**src/rtl/alu_pkg.sv**
```systemverilog
// Shared opcodes, FSM encodings and default width for the alu_seq execution unit.
package alu_pkg;

   localparam int W_DEF = 8;

   localparam logic [3:0] OP_PASS = 4'd0;
   localparam logic [3:0] OP_ADD  = 4'd1;
   localparam logic [3:0] OP_SUB  = 4'd2;
   localparam logic [3:0] OP_AND  = 4'd3;
   localparam logic [3:0] OP_OR   = 4'd4;
   localparam logic [3:0] OP_XOR  = 4'd5;
   localparam logic [3:0] OP_NOT  = 4'd6;
   localparam logic [3:0] OP_SHL  = 4'd7;
   localparam logic [3:0] OP_SHR  = 4'd8;
   localparam logic [3:0] OP_INC  = 4'd9;
   localparam logic [3:0] OP_DEC  = 4'd10;
   localparam logic [3:0] OP_MUL  = 4'd11;
   localparam logic [3:0] OP_DIV  = 4'd12;

   localparam logic [1:0] S_IDLE = 2'd0;
   localparam logic [1:0] S_MUL  = 2'd1;
   localparam logic [1:0] S_DIV  = 2'd2;

   localparam logic MODE_MUL = 1'b0;
   localparam logic MODE_DIV = 1'b1;

endpackage

```
**src/rtl/alu_seq_if.sv**
```systemverilog
// Request/result bundle between the AC/bus side and the alu_seq execution unit.
interface alu_seq_if
   import alu_pkg::*;
#(
   parameter int W = W_DEF
);
   logic         start;
   logic [3:0]   op;
   logic [W-1:0] a;
   logic [W-1:0] b;
   logic [W-1:0] Dout;
   logic [W-1:0] hi;
   logic         busy;
   logic         done;
   logic         zf;
   logic         cf;
   logic         nf;

   modport master (
      output start, op, a, b,
      input  Dout, hi, busy, done, zf, cf, nf
   );

   modport slave (
      input  start, op, a, b,
      output Dout, hi, busy, done, zf, cf, nf
   );
endinterface

```
**src/rtl/alu_iter.sv**
```systemverilog
// Shared iterative datapath: shift-add multiply or restoring unsigned divide, one bit per step.
module alu_iter
   import alu_pkg::*;
#(
   parameter int W = W_DEF
) (
   input  logic         clk,
   input  logic         rst,
   input  logic         mode,
   input  logic         load,
   input  logic         step,
   input  logic [W-1:0] a,
   input  logic [W-1:0] b,
   output logic [W-1:0] res,
   output logic [W-1:0] rem
);

   logic [W-1:0] hi_q, hi_d;
   logic [W-1:0] lo_q, lo_d;
   logic [W-1:0] b_q, b_d;
   logic         mode_q, mode_d;
   logic [W:0]   sum;
   logic [W:0]   shifted;
   logic [W:0]   diff;

   always_comb begin
      hi_d    = hi_q;
      lo_d    = lo_q;
      b_d     = b_q;
      mode_d  = mode_q;
      sum     = {1'b0, hi_q} + (lo_q[0] ? {1'b0, b_q} : '0);
      shifted = {hi_q, lo_q[W-1]};
      diff    = shifted - {1'b0, b_q};
      if (load) begin
         hi_d   = '0;
         lo_d   = a;
         b_d    = b;
         mode_d = mode;
      end else if (step) begin
         if (mode_q == MODE_MUL) begin
            {hi_d, lo_d} = {sum, lo_q[W-1:1]};
         end else if (!diff[W]) begin
            hi_d = diff[W-1:0];
            lo_d = {lo_q[W-2:0], 1'b1};
         end else begin
            hi_d = shifted[W-1:0];
            lo_d = {lo_q[W-2:0], 1'b0};
         end
      end
   end

   always_ff @(posedge clk or negedge rst) begin
      if (!rst) begin
         hi_q   <= '0;
         lo_q   <= '0;
         b_q    <= '0;
         mode_q <= MODE_MUL;
      end else begin
         hi_q   <= hi_d;
         lo_q   <= lo_d;
         b_q    <= b_d;
         mode_q <= mode_d;
      end
   end

   // Post-step values, so the top can capture the final iteration on the same edge.
   assign res = lo_d;
   assign rem = hi_d;

endmodule

```
**src/rtl/alu_seq.sv**
```systemverilog
// 8-bit execution unit feeding AC: single-cycle ALU ops plus multi-cycle MUL/DIV with start/busy/done.
module alu_seq
   import alu_pkg::*;
#(
   parameter int W = W_DEF
) (
   input  logic     clk,
   input  logic     rst,
   alu_seq_if.slave bus
);

   localparam int CW = $clog2(W);

   logic [1:0]    state_q, state_d;
   logic [CW-1:0] cnt_q, cnt_d;
   logic [W-1:0]  dout_q, dout_d;
   logic [W-1:0]  hi_q, hi_d;
   logic          busy_q, busy_d;
   logic          done_q, done_d;
   logic          zf_q, zf_d;
   logic          cf_q, cf_d;
   logic          nf_q, nf_d;

   logic [W:0]    alu_r;
   logic          wr;
   logic          iter_load, iter_step, iter_mode;
   logic [W-1:0]  iter_res, iter_rem;

   alu_iter #(.W(W)) u_iter (
      .clk  (clk),
      .rst  (rst),
      .mode (iter_mode),
      .load (iter_load),
      .step (iter_step),
      .a    (bus.a),
      .b    (bus.b),
      .res  (iter_res),
      .rem  (iter_rem)
   );

   // alu_r = {carry/borrow, result}
   always_comb begin
      case (bus.op)
         OP_PASS: alu_r = {1'b0, bus.b};
         OP_ADD:  alu_r = {1'b0, bus.a} + {1'b0, bus.b};
         OP_SUB:  alu_r = {1'b0, bus.a} - {1'b0, bus.b};
         OP_AND:  alu_r = {1'b0, bus.a & bus.b};
         OP_OR:   alu_r = {1'b0, bus.a | bus.b};
         OP_XOR:  alu_r = {1'b0, bus.a ^ bus.b};
         OP_NOT:  alu_r = {1'b0, ~bus.a};
         OP_SHL:  alu_r = {bus.a[W-1], bus.a[W-2:0], 1'b0};
         OP_SHR:  alu_r = {bus.a[0], 1'b0, bus.a[W-1:1]};
         OP_INC:  alu_r = {1'b0, bus.a} + (W+1)'(1);
         OP_DEC:  alu_r = {1'b0, bus.a} - (W+1)'(1);
         default: alu_r = {1'b0, bus.b};
      endcase
   end

   always_comb begin
      state_d   = state_q;
      cnt_d     = cnt_q;
      dout_d    = dout_q;
      hi_d      = hi_q;
      busy_d    = busy_q;
      done_d    = 1'b0;
      cf_d      = cf_q;
      wr        = 1'b0;
      iter_load = 1'b0;
      iter_step = 1'b0;
      iter_mode = MODE_MUL;
      case (state_q)
         S_IDLE: begin
            if (bus.start) begin
               if (bus.op == OP_MUL || (bus.op == OP_DIV && bus.b != '0)) begin
                  iter_load = 1'b1;
                  iter_mode = (bus.op == OP_DIV) ? MODE_DIV : MODE_MUL;
                  busy_d    = 1'b1;
                  cnt_d     = '0;
                  state_d   = (bus.op == OP_DIV) ? S_DIV : S_MUL;
               end else if (bus.op == OP_DIV) begin
                  dout_d = '1;
                  hi_d   = bus.a;
                  cf_d   = 1'b1;
                  wr     = 1'b1;
                  done_d = 1'b1;
               end else begin
                  dout_d = alu_r[W-1:0];
                  hi_d   = '0;
                  cf_d   = alu_r[W];
                  wr     = 1'b1;
                  done_d = 1'b1;
               end
            end
         end
         S_MUL, S_DIV: begin
            iter_step = 1'b1;
            cnt_d     = cnt_q + 1'b1;
            if (cnt_q == CW'(W-1)) begin
               dout_d  = iter_res;
               hi_d    = iter_rem;
               cf_d    = (state_q == S_MUL) ? (iter_rem != '0) : 1'b0;
               wr      = 1'b1;
               busy_d  = 1'b0;
               done_d  = 1'b1;
               cnt_d   = '0;
               state_d = S_IDLE;
            end
         end
         default: begin
            state_d = S_IDLE;
            busy_d  = 1'b0;
            cnt_d   = '0;
         end
      endcase
      // zf/nf track Dout only when it is rewritten; reset leaves both at 0.
      zf_d = wr ? (dout_d == '0) : zf_q;
      nf_d = wr ? dout_d[W-1]    : nf_q;
   end

   always_ff @(posedge clk or negedge rst) begin
      if (!rst) begin
         state_q <= S_IDLE;
         cnt_q   <= '0;
         dout_q  <= '0;
         hi_q    <= '0;
         busy_q  <= 1'b0;
         done_q  <= 1'b0;
         zf_q    <= 1'b0;
         cf_q    <= 1'b0;
         nf_q    <= 1'b0;
      end else begin
         state_q <= state_d;
         cnt_q   <= cnt_d;
         dout_q  <= dout_d;
         hi_q    <= hi_d;
         busy_q  <= busy_d;
         done_q  <= done_d;
         zf_q    <= zf_d;
         cf_q    <= cf_d;
         nf_q    <= nf_d;
      end
   end

   assign bus.Dout = dout_q;
   assign bus.hi   = hi_q;
   assign bus.busy = busy_q;
   assign bus.done = done_q;
   assign bus.zf   = zf_q;
   assign bus.cf   = cf_q;
   assign bus.nf   = nf_q;

endmodule

```
**src/flat_wrapper.sv**
```systemverilog
// flat-port wrapper written by rule: the top's interface ports become plain ports
module alu_seq_flat import alu_pkg::*;
#(
   parameter int W = W_DEF
)
  (clk, rst, bus_start, bus_op, bus_a, bus_b, bus_Dout, bus_hi, bus_busy, bus_done, bus_zf, bus_cf, bus_nf);
  alu_seq_if #(.W(W)) bus_i ();
  input  logic clk;
  input  logic rst;
  input wire logic [$bits(bus_i.start)-1:0] bus_start;
  input wire logic [$bits(bus_i.op)-1:0] bus_op;
  input wire logic [$bits(bus_i.a)-1:0] bus_a;
  input wire logic [$bits(bus_i.b)-1:0] bus_b;
  output wire logic [$bits(bus_i.Dout)-1:0] bus_Dout;
  output wire logic [$bits(bus_i.hi)-1:0] bus_hi;
  output wire logic [$bits(bus_i.busy)-1:0] bus_busy;
  output wire logic [$bits(bus_i.done)-1:0] bus_done;
  output wire logic [$bits(bus_i.zf)-1:0] bus_zf;
  output wire logic [$bits(bus_i.cf)-1:0] bus_cf;
  output wire logic [$bits(bus_i.nf)-1:0] bus_nf;
  assign bus_i.start = bus_start;
  assign bus_i.op = bus_op;
  assign bus_i.a = bus_a;
  assign bus_i.b = bus_b;
  assign bus_Dout = bus_i.Dout;
  assign bus_hi = bus_i.hi;
  assign bus_busy = bus_i.busy;
  assign bus_done = bus_i.done;
  assign bus_zf = bus_i.zf;
  assign bus_cf = bus_i.cf;
  assign bus_nf = bus_i.nf;
  alu_seq #(.W(W)) u_core (.clk(clk), .rst(rst), .bus(bus_i));
endmodule
```
**config.mk**
```make
export PLATFORM = sky130hd
export DESIGN_NAME = alu_seq_flat
export DESIGN_NICKNAME = d
export VERILOG_FILES = /design/src/rtl/alu_pkg.sv /design/src/rtl/alu_seq_if.sv /design/src/rtl/alu_iter.sv /design/src/rtl/alu_seq.sv /design/src/flat_wrapper.sv
export SDC_FILE = /design/constraint.sdc
export NUM_CORES = 1
export LEC_CHECK = 0
export ABC_CLOCK_PERIOD_IN_PS = 5400
export BUFFER_PORTS_ARGS = -buffer_cell sky130_fd_sc_hd__buf_2
export CAP_MARGIN = 20
export CELL_PAD_IN_SITES_DETAIL_PLACEMENT = 1
export CELL_PAD_IN_SITES_GLOBAL_PLACEMENT = 1
export CORE_ASPECT_RATIO = 0.5
export CORE_MARGIN = 1
export CORE_UTILIZATION = 50
export CTS_CLUSTER_DIAMETER = 150
export DETAILED_ROUTE_END_ITERATION = 10
export GPL_TIMING_DRIVEN = 0
export PLACE_DENSITY = 0.95
export SYNTH_ARGS = -nofsm -noshare
export SYNTH_HDL_FRONTEND = slang
export SYNTH_SLANG_ARGS = --single-unit
```
**constraint.sdc**
```tcl
create_clock -name clk -period 5.4 [get_ports clk]
set_clock_uncertainty 0.2 [all_clocks]
set_input_delay 1.08 -clock clk [delete_from_list [all_inputs] [get_ports clk]]
set_output_delay 1.08 -clock clk [all_outputs]
set_load 0.005 [all_outputs]
```
Word-level counts from Yosys, hierarchy flattened
Cells that the tools add are included.

word-level totals
  output and inout port bits = 21
  bits in registers = 51

operators by class
  bitwise gates (word level) = 4
  reduce and logical (&&, ||, !) cells = 11
  $add $sub $neg = 7
  equality and inequality tests = 19
  mux-type cells = 51

operators with widths
  cell                 number
  $mux 8               16
  $pmux 9 s10          1
  $pmux 8 s2           2
  $eq 4x4->1 const B   5
  $mux 1               20
  $eq 4x3->1 const B   4
  $reduce_bool 8->1    2
  $add 8x1->9 const B  1
  $add 8x8->9          1
  $add 8x9->9          1
  $mux 3               3
  $sub 8x1->9 const B  1
  $sub 8x8->9          1
  $sub 9x8->9          1
  $and 8x8->8          1
  $eq 4x2->1 const B   2
  $logic_not 8->1      1
  $mux 2               4
  $not 8->8            1
  $or 8x8->8           1
  $xor 8x8->8          1
  $pmux 1 s2           3
  $pmux 3 s2           1
  $eq 4x1->1 const B   1
  15 further kinds     17

Depth between registers and ports, before layout
  word-level depth = 11
  mapped depth = 16
  depth with buffers taken out = 15

Modules after synthesis
Synthesis repeated with hierarchy kept, for this count alone.

second synthesis, totals
  cells, all modules = 651
  area, all modules = 5260.0 um^2

modules (own cells, without submodules)
  module    cells each  sequential area each (um^2)  area each (um^2)  instances
  alu_seq   407         650.6                        3173.0            1
  alu_iter  244         625.6                        2087.0            1

Worst setup path before layout
Ideal clock, no wire load.

  kind = input to register
  from = input port bus_op[2]
  to = register u_core.zf_q (netlist: u_core.bus.zf)
  data required time = 5.119 ns
  cell stages on the path = 16
  buffers on the path = 4
  setup slack = 0.561 ns
  data arrival time = 4.559 ns
  library setup time = 0.081 ns
  cells stage by stage = buf_2 > buf_2 > buf_1 > clkbuf_1 > nor2_1 > a222oi_1 > ha_1 > nor2b_1 > o31ai_1 > a21oi_1 > o21a_1 > nor2_1 > xnor2_1 > a221oi_1 > or4b_1 > o22ai_2

between the ends
  word-level cells in the longest chain between the ends = 10
  elaborated cells between the ends (all ways) = 28
  classes of those cells = 12 x eq/ne; 13 x mux; 3 x reduce/logical

RTL lines
  element                 RTL line                      source
  start: declaration      flat_wrapper.sv:11            input wire logic [$bits(bus_i.op)-1:0] bus_op;
  $eq 4x4->1              alu_seq.sv:74, alu_seq.sv:80
  $logic_and 1x1->1       alu_seq.sv:74                 if (bus.op == OP_MUL || (bus.op == OP_DIV && bus.b != '0)) begin
  $logic_or 1x1->1        alu_seq.sv:74
  $mux 1                  alu_seq.sv:74
  $mux 1                  alu_seq.sv:73                 if (bus.start) begin
  $mux 1                  alu_seq.sv:71                 case (state_q)
  $mux 8                  alu_iter.sv:34                if (load) begin
  $mux 8                  alu_seq.sv:98                 if (cnt_q == CW'(W-1)) begin
  $pmux 8 s2              alu_seq.sv:71
  $logic_not 8->1         alu_seq.sv:116                zf_d = wr ? (dout_d == '0) : zf_q;
  end signal: assignment  alu_seq.sv:138                zf_q <= zf_d;
  end: declaration        alu_seq.sv:20                 logic zf_q, zf_d;

Several ways; a longest one is shown, not always the timed one.
A chain may end at the register's enable or synchronous reset.

Final worst setup path
  from = input port bus_op[3]
  to = register u_core.cf_q (netlist: u_core.bus.cf)

between the ends
  word-level cells in the longest chain between the ends = 11
  elaborated cells between the ends (all ways) = 28
  classes of those cells = 13 x eq/ne; 11 x mux; 4 x reduce/logical

RTL lines
  element                 RTL line                      source
  $eq 4x4->1              alu_seq.sv:74, alu_seq.sv:80
  $logic_and 1x1->1       alu_seq.sv:74
  $logic_or 1x1->1        alu_seq.sv:74
  $mux 1                  alu_seq.sv:74
  $mux 1                  alu_seq.sv:73
  $mux 1                  alu_seq.sv:71
  $mux 8                  alu_iter.sv:34
  $reduce_bool 8->1       alu_seq.sv:101                cf_d = (state_q == S_MUL) ? (iter_rem != '0) : 1'b0;
  $mux 1                  alu_seq.sv:101
  $mux 1                  alu_seq.sv:98
  $pmux 1 s2              alu_seq.sv:71
  end signal: assignment  alu_seq.sv:129                cf_q <= 1'b0;
  end signal: assignment  alu_seq.sv:139                cf_q <= cf_d;
  end: declaration        alu_seq.sv:21                 logic cf_q, cf_d;

Several ways; a longest one is shown, not always the timed one. The select of a mux whose other input is x is not followed.

==> results.json <==
{
  "synth_top_area_share_pct": 25.38,
  "irDropWorstVdd_v": 0.0002394,
  "clock_latency_ns": 0.31,
  "routed_wl_um": 19900,
  "fin_nets": 745,
  "ys_ff_latch": 51,
  "synthCells": 622,
  "cts_tree": "yes",
  "placementRows": 25,
  "pwr-share-seq_pct": 22.8,
  "die_area_sq_mm": 0.01049,
  "synth_area_sq_mm": 0.005029,
  "hold_depth": 1,
  "dp_hpwl_um": 14170,
  "combPwrFrac_pct": 64.8,
  "antenna_found_initial": 0,
  "syn_to_final_growth_pct": 11.87,
  "drive_gt1_share_pct": 12.61,
  "r2r_cells": 13,
  "cp.depth": 16,
  "synth_seq_area_share_pct": 25.38,
  "drtAntennaViolNets": 0,
  "gp_routability_congestion": 1.050,
  "post-place-cells": 801,
  "core_sq_mm": 0.009603,
  "finalHoldViolations": 0,
  "yosys_warnings": 0,
  "worst_slack_ns": 0.3986,
  "drt_iter0_drc": 757,
  "cp_max_fo": 10,
  "synth.distinct_cells": 75,
  "cap_violations": 0,
  "drcViolationCount": 0,
  "cts_buffers": 5,
  "io_pins": 44,
  "power_uw": 3110,
  "switching_share_pct": 50.23,
  "grt_pass1_vias": 5603,
  "place_ws_ns": -0.4047,
  "mostFrequentLayoutCells": "55 x nand2_1, 53 x a21oi_1, 53 x o21ai_0",
  "critPathTopFamily": "compound AO/OA/AOI/OAI gates",
  "tightest_slew_ns": 0.8206,
  "fin_crit_ns": 5.001,
  "path_clk_slew_ns": 0.07,
  "clock_tree.root_cell": "clkbuf_16",
  "max_freq_mhz": 199.9,
  "avgRoutedWirePerCell_um": 24.60,
  "start_util_pct": 52.36,
  "timing_max_transition_violations_final": 0,
  "ys_async_sr_fraction_pct": 100.0,
  "overflow": 0,
  "avgSynthCellArea_sq_um": 8.085,
  "layout_commonest_cell": "nand2_1",
  "leakagePower_uw": 0.002566,
  "rsz0062_at_grt": "false",
  "die_h_um": 72.91,
  "cts_buffer_depth": 2,
  "clkSinkCount": 51,
  "grtUsageTotal_pct": 39.60,
  "status": "finished, final reports clean",
  "critical_path_arrival_ns": 5.04,
  "setup_viol": 0,
  "vias": 5500,
  "p_sw_uw": 1562,
  "diodes": 0,
  "synth_fp_nets": 694,
  "die_width_um": 143.8,
  "synth_edf_count": 0,
  "cts_setup_buffers": 0,
  "power_density_mw_per_mm2": 552.9,
  "crit_path_top_delay_cell": "o41ai_1",
  "synthTopCellsByArea": "dfrtp_1 25%, ha_1 11%, a21oi_1 5.3%",
  "htreeDepth": 2,
  "yosys.area.top_type": "dfrtp_1",
  "port_buffers": 43,
  "grt_pass1_wl_um": 31080,
  "power_frac_clock_pct": 12.4,
  "p_int_uw": 1548,
  "cp.required_ns": 5.44,
  "path_buf_inv": 2,
  "fin_cells": 809,
  "placed_cell_area_sq_mm": 0.005433,
  "slew_headroom_pct": 45.09,
  "synth_ff_type": "dfrtp_1",
  "slowest_delay_ns": 0.64,
  "setup.worst_path.class": "primary input to register",
  "drtPass1Iterations": 5,
  "hold_path_class": "register to register",
  "routed_via_density": 6.799,
  "cp-start-kind": "primary input",
  "final_area_sq_mm": 0.005625,
  "end_kind": "register",
  "path_cells": "buf_2 > clkbuf_1 > nor2b_1 > nand2_1 > a21oi_1 > a21oi_1 > ha_1 > a211o_1 > o211ai_1 > a21oi_1 > or3_1 > o21ai_0 > xnor2_1 > o41ai_1 > a22oi_1 > o21ai_1",
  "grt_max_degree": 29,
  "cpMostUsedCell": "a21oi_1",
  "post-route-period-util_pct": 92.62
}
## sequential cells by signal (all words and copies together) (netlist names), 2 cells and up
register            cells
u_core.state_q          2
u_core.bus.hi           8
u_core.u_iter.lo_q      8
u_core.bus.Dout         8
u_core.u_iter.b_q       8
u_core.cnt_q            3
u_core.u_iter.hi_q      8
## power by group through the flow
stage	logic (uW)	clock network (uW)	registers (uW)
detailed placement	1830	0	698
finish	2010	385	710
global route	2150	391	721
CTS	1900	383	699
global placement	1720	0	686
floorplan	1300	0	657
## cell families after synthesis
logic type,synth area share [%]
AO/OA/AOI/OAI,27.94
AND/OR/NAND/NOR,20.05
buffers and inverters,5.822
flip-flops,25.38
adder cells (fa/ha/maj),12.64
XOR/XNOR,4.006
multiplexers,4.155
## synth_stat cells (all sizes together), types with 6 or more instances
cell / number
clkbuf: 18
a21o: 11
nand2b: 9
xor2: 6
nor3: 10
dfrtp: 51
nand2: 56
a221oi: 7
nand3: 17
buf: 12
o21ai: 59
ha: 46
and2: 13
xnor2: 17
a21oi: 56
nor2: 43
a22oi: 10
inv: 42
o211ai: 11
mux2i: 13
nor2b: 9
## worst reg2reg max path, cell delays in order, from the launching register on
cell	delay, ns
dfrtp_1	0.44
inv_1	0.14
ha_1	0.17
inv_1	0.06
fa_1	0.46
a21o_1	0.23
a221oi_2	0.39
a21oi_2	0.20
xor2_1	0.34
mux2i_1	0.24
a21oi_1	0.15
or4b_1	0.48
nor4_1	0.34
o21ai_1	0.10
## final timing paths
path | startpoint | endpoint | slack [ns]
max | bus_op[3] | u_core.bus.cf | 0.40
min | u_core.bus.hi[6] | u_core.bus.hi[6] | 0.29
max reg2reg | u_core.u_iter.lo_q[7] | u_core.bus.cf | 1.34
min reg2reg | u_core.bus.hi[6] | u_core.bus.hi[6] | 0.29
max in group asynchronous | rst | u_core.bus.hi[2] | 3.78
min in group asynchronous | rst | u_core.u_iter.lo_q[0] | 0.61
## metrics by stage
step | TNS (ns) | util (%) | hold WS, ns
global route | 0 | 58.58 | 0.3156
finish | 0 | 58.58 | 0.2858
global placement | -0.2281 | 56.36 | 0.2606
floorplan | 0 | - | 0.2678
CTS | 0 | 58.35 | 0.2881
detailed placement | -0.4082 | 56.57 | 0.2706
## routing by layer
metal	part of all wire [%]	vias up	GRT usage (%)
met2	45	331	64.30
met3	9.8	82	8.990
met5	0	-	0
met1	41	2711	51.13
met4	4.0	0	16.90
li1	-	2376	-
## what timing repair did
item	4_1_cts	5_1_grt
setup endpoints to repair	1	1
hold buffers	0	0
resized for setup	1	1
## cell type report
type | instances | area (sq um)
buffer | 28 | 125.1
clock buffer | 5 | 125.1
clock inverter | 3 | 43.79
fill | 1220 | 3978
inverter | 43 | 161.4
multi-input combinational | 498 | 3465
sequential | 51 | 1276
tap | 135 | 168.9
timing repair buffer | 46 | 260.3
No activity file was read; power rests on OpenSTA's default activity.
